==> src/rtl/cmd_arbiter2.sv <==
// Two-requester round-robin command arbiter feeding one shared decoder port.
// Latency: grant edge to out_valid is 1 cycle; at most one word every 2 cycles.
// Backpressure: out_valid holds while out_ready is low; TIMEOUT > 0 drops the word and sets err.
module cmd_arbiter2 #(
    parameter int IN_WIDTH = 7,
    parameter int TIMEOUT  = 16
) (
    input  logic                     clk,
    input  logic                     reset,
    input  logic [1:0]               req,
    input  logic [1:0][IN_WIDTH-1:0] in,
    output logic [1:0]               ack,
    output logic [IN_WIDTH-1:0]      out_data,
    output logic                     out_sel,
    output logic                     out_valid,
    input  logic                     out_ready,
    input  logic                     err_clr,
    output logic                     err,
    output logic                     busy
);

    localparam int TW = (TIMEOUT > 0) ? $clog2(TIMEOUT + 1) : 1;
    localparam logic [TW-1:0] TLIM = (TIMEOUT > 0) ? TW'(TIMEOUT - 1) : '0;

    typedef enum logic {
        IDLE = 1'b0,
        SEND = 1'b1
    } state_t;

    state_t                state_q, state_d;
    logic [IN_WIDTH-1:0]   out_data_q, out_data_d;
    logic                  out_sel_q, out_sel_d;
    logic                  last_grant_q, last_grant_d;
    logic [1:0]            ack_q, ack_d;
    logic                  err_q, err_d;
    logic [TW-1:0]         timer_q, timer_d;

    logic                  grant_idx;
    logic                  timeout_hit;

    always_ff @(posedge clk or posedge reset) begin
        if (reset) begin
            state_q      <= IDLE;
            out_data_q   <= '0;
            out_sel_q    <= 1'b0;
            last_grant_q <= 1'b1;
            ack_q        <= 2'b00;
            err_q        <= 1'b0;
            timer_q      <= '0;
        end else begin
            state_q      <= state_d;
            out_data_q   <= out_data_d;
            out_sel_q    <= out_sel_d;
            last_grant_q <= last_grant_d;
            ack_q        <= ack_d;
            err_q        <= err_d;
            timer_q      <= timer_d;
        end
    end

    always_comb begin
        state_d      = state_q;
        out_data_d   = out_data_q;
        out_sel_d    = out_sel_q;
        last_grant_d = last_grant_q;
        ack_d        = 2'b00;
        err_d        = err_q;
        timer_d      = timer_q;
        grant_idx    = 1'b0;
        timeout_hit  = 1'b0;

        case (state_q)
            IDLE: begin
                if (req != 2'b00) begin
                    // On a tie, the requester served last time yields.
                    grant_idx            = (req == 2'b11) ? ~last_grant_q : req[1];
                    out_data_d           = in[grant_idx];
                    out_sel_d            = grant_idx;
                    last_grant_d         = grant_idx;
                    ack_d[grant_idx]     = 1'b1;
                    state_d              = SEND;
                    timer_d              = '0;
                end
            end
            SEND: begin
                if (out_ready) begin
                    state_d = IDLE;
                    timer_d = '0;
                end else if (TIMEOUT > 0) begin
                    if (timer_q == TLIM) begin
                        timeout_hit = 1'b1;
                        state_d     = IDLE;
                        timer_d     = '0;
                    end else begin
                        timer_d = timer_q + TW'(1);
                    end
                end
            end
            default: state_d = IDLE;
        endcase

        // A timeout in the same cycle as err_clr must still leave err set.
        if (err_clr) begin
            err_d = 1'b0;
        end
        if (timeout_hit) begin
            err_d = 1'b1;
        end
    end

    assign ack       = ack_q;
    assign out_data  = out_data_q;
    assign out_sel   = out_sel_q;
    assign out_valid = (state_q == SEND);
    assign busy      = (state_q == SEND);
    assign err       = err_q;

endmodule

==> config.mk <==
export PLATFORM = sky130hd
export DESIGN_NAME = cmd_arbiter2
export DESIGN_NICKNAME = d
export VERILOG_FILES = /design/src/rtl/cmd_arbiter2.sv
export SDC_FILE = /design/constraint.sdc
export NUM_CORES = 1
export LEC_CHECK = 0
export ABC_AREA = 1
export CAP_MARGIN = 30
export CELL_PAD_IN_SITES_DETAIL_PLACEMENT = 0
export CELL_PAD_IN_SITES_GLOBAL_PLACEMENT = 1
export CORE_UTILIZATION = 27
export CTS_CLUSTER_DIAMETER = 80
export DETAILED_ROUTE_END_ITERATION = 12
export PLACE_DENSITY_LB_ADDON = 0.1
export SYNTH_ARGS = -nofsm -noshare
export SYNTH_HDL_FRONTEND = slang
export SYNTH_SLANG_ARGS = --single-unit
==> constraint.sdc <==
create_clock -name clk -period 0.95 [get_ports clk]
set_input_delay 0.095 -clock clk [delete_from_list [all_inputs] [get_ports clk]]
set_output_delay 0.095 -clock clk [all_outputs]
set_load 0.03 [all_outputs]
==> out/qor.yml, run 1 <==
clock_network:
  cts_hold_buf: 0
  clock_path_buffers: 2
  clock_sinks: 18
  root_buffer: "clkbuf_4"
  path_clk_slew_ns: 0.11
  cts_tree: "done"
  cts_inserted_buffers: 3
  insertion_delay_ns: 0.30
  htreeDepth: 1
die:
  start_util_pct: 29.5
  die_x_um: 57.8
  rows: 19
  core_region_area_um2: 2850
  dieArea_um2: 3340
  die_h_um: 57.8
  ios: 33
drt:
  postRouteAntennaNets: 0
  drc_errors: 4
  avgRoutedWirePerCell_um: 11.7
  vias: 828
  routed_wl_um: 2090
  drt_iter0_markers: 13
  drt-vias-per-instance: 4.63
  drtPass1Iterations: 8
yosys:
  yosysUniqueCellTypes: 19
  synth_top_area_share_pct: 50.6
  ys_warn_count: 0
  synth_area_leader_cell: "dfrtp_1"
  ys_ff_latch: 18
  async_reset_ff_share_pct: 100
  synth_ff_type: "dfrtp_1"
  synth_most_common_cell: "nand2_1"
  synthCells: 96
  ys_top_cells_by_area: "dfrtp_1 51%, nand2_1 11%, o21ai_2 6.2%"
  synth_edf_count: 0
  syn_area_um2: 841
  ys_seq_area_share_pct: 53.7
  yosys-top-cells-count: "25 x nand2_1, 17 x dfrtp_1, 11 x nor2_1"
  avgSynthCellArea_um2: 8.76
  syn_nets: 117
power_and_ir_drop:
  finalPower_w: 0.00341
  power_density_nw_per_um2: 2270
  vdd_drop_max_v: 0.00112
  leakage_nw: 0.692
cells_and_area:
  final_util_pct: 52.5
  drive_gt1_share_pct: 47.3
  area_growth_pct: 78.3
  design_area_um2: 1500
  antennaDiodeCount: 0
  final_cells: 179
  nets: 170
global_route:
  grt-ovfl-total: 0
  grt_max_degree: 19
  grt_pass1_wl_um: 3570
  grt_usage_pct: 14.1
  grt_antenna_before_repair: 0
  grt_pass1_vias: 822
timing:
  rsz0062_at_grt: "true"
  worst_pin_slew_ns: 0.250
  clock_skew_ns: 0.00914
  finalMaxSlewViolations: 0
  min_period_ns: 1.10
  finalHoldViolCount: 0
  setup_slack_ns: -0.145
  setup_viol_count_final: 19
  max-slew-margin-rel_pct: 83.3
  fin_crit_sh_pct: 115
  max_freq_ghz: 0.913
min_path:
  hold_class: "in -> async"
critical_path:
  critical_path_arrival_ns: 1.32
  cpLargestDelayFamily: "flip-flops"
  path_cells: "buf_6 -> nor2_4 -> buf_4 -> o21ai_0 -> o21ai_2"
  cp_max_fo: 3
  crit_slowest_cell: "dfrtp_2"
  crit_type: "reg -> reg"
  end_kind: "flop"
  start_kind: "flop"
  worst-path-buf-inv: 2
  required_ns: 1.18
  cp_slowest_stage_delay_ns: 0.43
placement:
  place_hpwl_um: 1380
  port_buffers: 32
  place_inst: 165
  dpl_cell_area_um2: 1240
  gp_congestion: 0.661
status:
  status: "finished, violations left"
  violations: "DRC, setup timing"
run:
  cap_viol_max_count: 0
[layout make-up]
class	instances	area [um2]
repair inverters	1	11.3
well taps	31	38.8
multi-input cells	66	432
flip-flops and latches	18	453
repair buffers	48	477
inverters	11	51.3
fillers	280	1350
clock buffers	4	36.3
[metrics by stage]
| step | setup TNS, ns | hold WS, ns | setup slack [ns] |
|---|---|---|---|
| after global routing | -3.47 | 0.115 | -0.210 |
| after detailed placement | -4.82 | 0.437 | -0.309 |
| after global placement | -4.83 | 0.422 | -0.307 |
| after floorplan | -0.797 | 0.0328 | -0.0882 |
| final | -1.95 | 0.0936 | -0.145 |
| after CTS | -2.04 | 0.101 | -0.137 |
[registers in the layout (all words and copies together), names as in the netlist]
name and count:
out_data 7, timer_q 5, ack 2, busy 1, err 1, last_grant_q 1, out_sel 1
[placed cells by master (no fill, tap or decap), types with 6 or more instances in the layout]
master	synthesis	final
dfrtp_1	17	16
inv_1	8	6
buf_4	1	13
o21ai_1	1	9
nand2_2	2	8
o21ai_2	6	6
clkdlybuf4s50_1	0	19
nand2_1	25	17
nor2_4	2	8
buf_6	1	15
[kinds of logic after synthesis]
family	synth area share [%]
simple gates	22.9
compound gates	14.7
flops	53.7
buf+inv	7.14
fa+ha+maj	1.49
[power by group]
part | switching [W] | total, W | leakage (nW) | internal (W)
Clock | 0.000249 | 0.000483 | 0.0210 | 0.000234
Combinational | 0.000931 | 0.00180 | 0.445 | 0.000868
Sequential | 0.000144 | 0.00113 | 0.227 | 0.000982
Total | 0.00132 | 0.00341 | 0.692 | 0.00208
[tightest hold or removal path: cells and delay by family]
family	cells	cell delay [ns]
buffers and inverters	3	0.65
[worst paths after layout]
check / start / endpoint / slack (ns) / depth (start not counted)
setup / recovery: busy / out_data[1] / -0.15 / 5
hold / removal: reset / err / 0.09 / 3
min in group clk: err_clr / err / 0.33 / 2
hold reg to reg: last_grant_q / last_grant_q / 0.49 / 2
setup reg to reg: busy / out_data[1] / -0.15 / 5
max in group asynchronous: reset / last_grant_q / 0.64 / 3
[layer usage]
| layer | up-vias | global-route usage (%) | share of wire, % | wire length [um] |
|---|---|---|---|---|
| li1 | 410 | - | - | - |
| met4 | 0 | 6.46 | 1.9 | 40 |
| met2 | 28 | 22.3 | 46 | 963 |
| met1 | 385 | 18.4 | 46 | 970 |
| met3 | 5 | 3.13 | 5.5 | 114 |
| met5 | - | 0 | 0 | 0 |
[repair_timing]
item,CTS,global route
buffers inserted,7,1
setup endpoints to repair,28,31
pin swaps,2,5
gates cloned,2,0
resized for setup,37,10
(Power assumes the default switching activity.)
==> run 2: changes to the inputs <==
--- a/config.mk
+++ b/config.mk
@@ -9,6 +9,7 @@
 export CAP_MARGIN = 30
 export CELL_PAD_IN_SITES_DETAIL_PLACEMENT = 0
 export CELL_PAD_IN_SITES_GLOBAL_PLACEMENT = 1
+export CORE_MARGIN = 1.5
 export CORE_UTILIZATION = 27
 export CTS_CLUSTER_DIAMETER = 80
 export DETAILED_ROUTE_END_ITERATION = 12
==> run 2 against run 1 <==
The run ends with setup timing left; critical path depth down 3; combinational power up 3%; routed wire length down 2.3%; die area up 3.5%; first-iteration DRC count up 120%; critical endpoint is now out_valid; highest routed layer unchanged.
==> out/qor.yml, run 2 (synthesis results as in run 1) <==
placement:
  dpl_cell_area_um2: 1250  # +0.81%
  place_hpwl_um: 1450  # +5.3%
  gp_congestion: 0.778  # +18%
  place_inst: 168  # +1.8%
  port_buffers: 32  # unchanged
run:
  cap_viol_max_count: 0  # unchanged
timing:
  rsz0062_at_grt: "true"
  clock_skew_ns: 0.00348  # -0.00566 ns
  min_period_ns: 1.10  # +0.00235 ns
  setup_viol_count_final: 19  # unchanged
  finalHoldViolCount: 0  # unchanged
  max-slew-margin-rel_pct: 85.5  # +2.2 points
  finalMaxSlewViolations: 0  # unchanged
  max_freq_ghz: 0.911  # -0.21%
  setup_slack_ns: -0.147  # -0.00235 ns
  fin_crit_sh_pct: 116  # +0.25 points
  tns_ns: -1.81  # +0.136 ns
  worst_pin_slew_ns: 0.217  # -0.0327 ns
cells_and_area:
  drive_gt1_share_pct: 51.7  # +4.4 points
  design_area_um2: 1530  # +2.3%
  nFillCells: 283  # +1.1%
  largest_reg_flops: 7  # unchanged
  multi_input_area_um2: 452  # +4.6%
  nets: 171  # +0.59%
  layout_commonest_cell: "clkdlybuf4s50_1"
  final_util_pct: 51.1  # -1.5 points
  seq_area_um2: 453  # unchanged
  final_cells: 182  # +1.7%
  mostFrequentLayoutCells: "19 x clkdlybuf4s50_1, 16 x dfrtp_1, 15 x nand2_1, 15 x buf_6, 14 x buf_4"
  area_growth_pct: 82.4
  antennaDiodeCount: 0  # unchanged
critical_path:
  cp_slowest_stage_delay_ns: 0.45  # +0.02 ns
  crit_slowest_cell: "dfrtp_2"
  cp_max_fo: 3  # unchanged
  end_kind: "output port"
  required_ns: 0.85  # -0.33 ns
  crit_top_cell: "buf_6"
  start_kind: "flop"
  crit_type: "reg -> out"
  critical_path_arrival_ns: 1.00  # -0.32 ns
  worstReg2RegStart: "timer_q[0]"
  path_cells: "buf_6 -> buf_6"
  cp-startpoint: "busy"
  r2r_cells: 4  # -1
clock_network:
  cts_inserted_buffers: 3  # unchanged
  clock_sinks: 18  # unchanged
  cts_tree: "done"
  clock_path_buffers: 2  # unchanged
  path_clk_slew_ns: 0.10  # about the same
  insertion_delay_ns: 0.29  # about the same
  root_buffer: "clkbuf_4"
  htreeDepth: 1  # unchanged
  cts_hold_buf: 0  # unchanged
status:
  status: "finished, violations left"
  violations: "setup timing"
global_route:
  grt_pass1_vias: 802  # -2.4%
  grt-ovfl-total: 0  # unchanged
  grt_pass1_wl_um: 3440  # -3.9%
  grt_usage_pct: 13.4  # -0.69 points
  grt_antenna_before_repair: 0  # unchanged
  grt_max_degree: 12  # -7
drt:
  drtPass1Iterations: 5  # -3
  avgRoutedWirePerCell_um: 11.2  # -4.0%
  drc_errors: 0  # -4
  drt-vias-per-instance: 4.44  # -4.0%
  routed_wl_um: 2040  # -2.3%
  postRouteAntennaNets: 0  # unchanged
  drt_iter0_markers: 28  # +15
  vias: 808  # -2.4%
die:
  rows: 20  # +1
  ios: 33  # unchanged
  die_x_um: 58.8  # +1.7%
  start_util_pct: 28.0  # -1.5 points
  dieArea_um2: 3460  # +3.5%
  die_h_um: 58.8  # +1.7%
  core_region_area_um2: 3000  # +5.3%
power_and_ir_drop:
  swShare_pct: 38.9  # about the same
  p_sw_w: 0.00135  # +1.7%
  comb_power_share_pct: 53.5  # +0.7 points
  finalPower_w: 0.00347  # +1.7%
  vdd_drop_max_v: 0.00132  # +18%
  cellInternalPower_w: 0.00212  # +1.7%
  power_density_nw_per_um2: 2260  # -0.59%
  leakage_nw: 0.700  # +1.1%
  pwr-share-seq_pct: 32.9  # about the same
  power.share.clock_pct: 13.6  # -0.6 points
min_path:
  hold_class: "in -> async"
run 2: worst paths after layout:
path                                 to  slack [ns]
setup / recovery              out_valid       -0.15
hold / removal                   ack[1]        0.08
setup reg to reg             timer_q[3]       -0.12
hold reg to reg            last_grant_q        0.50
max in group asynchronous  last_grant_q        0.66
min in group clk                    err        0.34
run 2: final cells by class:
cell class                      instances  area share, %
Clock buffer                            4           2.37
Tap cell                               33           2.69
Timing Repair inverter                  1          0.734
Sequential cell                        18           29.5
Multi-Input combinational cell         66           29.4
Inverter                               11           3.67
Timing Repair Buffer                   49           31.6
run 2: power groups by stage:
stage / sequential (W) / combinational, W / clock [W]
6_report: 0.00114 / 0.00185 / 0.000473
5_1_grt: 0.00116 / 0.00197 / 0.000539
4_1_cts: 0.00114 / 0.00177 / 0.000500
3_5_place_dp: 0.00113 / 0.00135 / 0
3_3_place_gp: 0.00113 / 0.00134 / 0
2_1_floorplan: 0.00146 / 0.000473 / 0
run 2: layer usage:
layer  global-route usage [%]  part of all wire [%]
met1                     14.4                    43
met2                     24.4                    53
met3                     4.18                   3.4
met4                     4.87                  0.83
met5                        0                     0
run 2: worst max-delay path, delay by kind of cell, from the launching register on:
kind / cells / cell delay, ns
buf+inv: 2 / 0.26
flops: 1 / 0.45
run 2: what timing repair did:
action / in CTS / in global routing
endpoints found under the setup margin: 28 / 31
setup buffers: 6 / 2
resized for setup: 41 / 16
cloned: 2 / 0
pin swaps: 5 / 3
run 2: per-stage QoR:
stage / hold WS (ns) / setup WS, ns
floorplan: 0.0328 / -0.0882
global placement: 0.401 / -0.330
detailed placement: 0.408 / -0.330
CTS: 0.0741 / -0.167
global route: 0.0664 / -0.206
finish: 0.0775 / -0.147
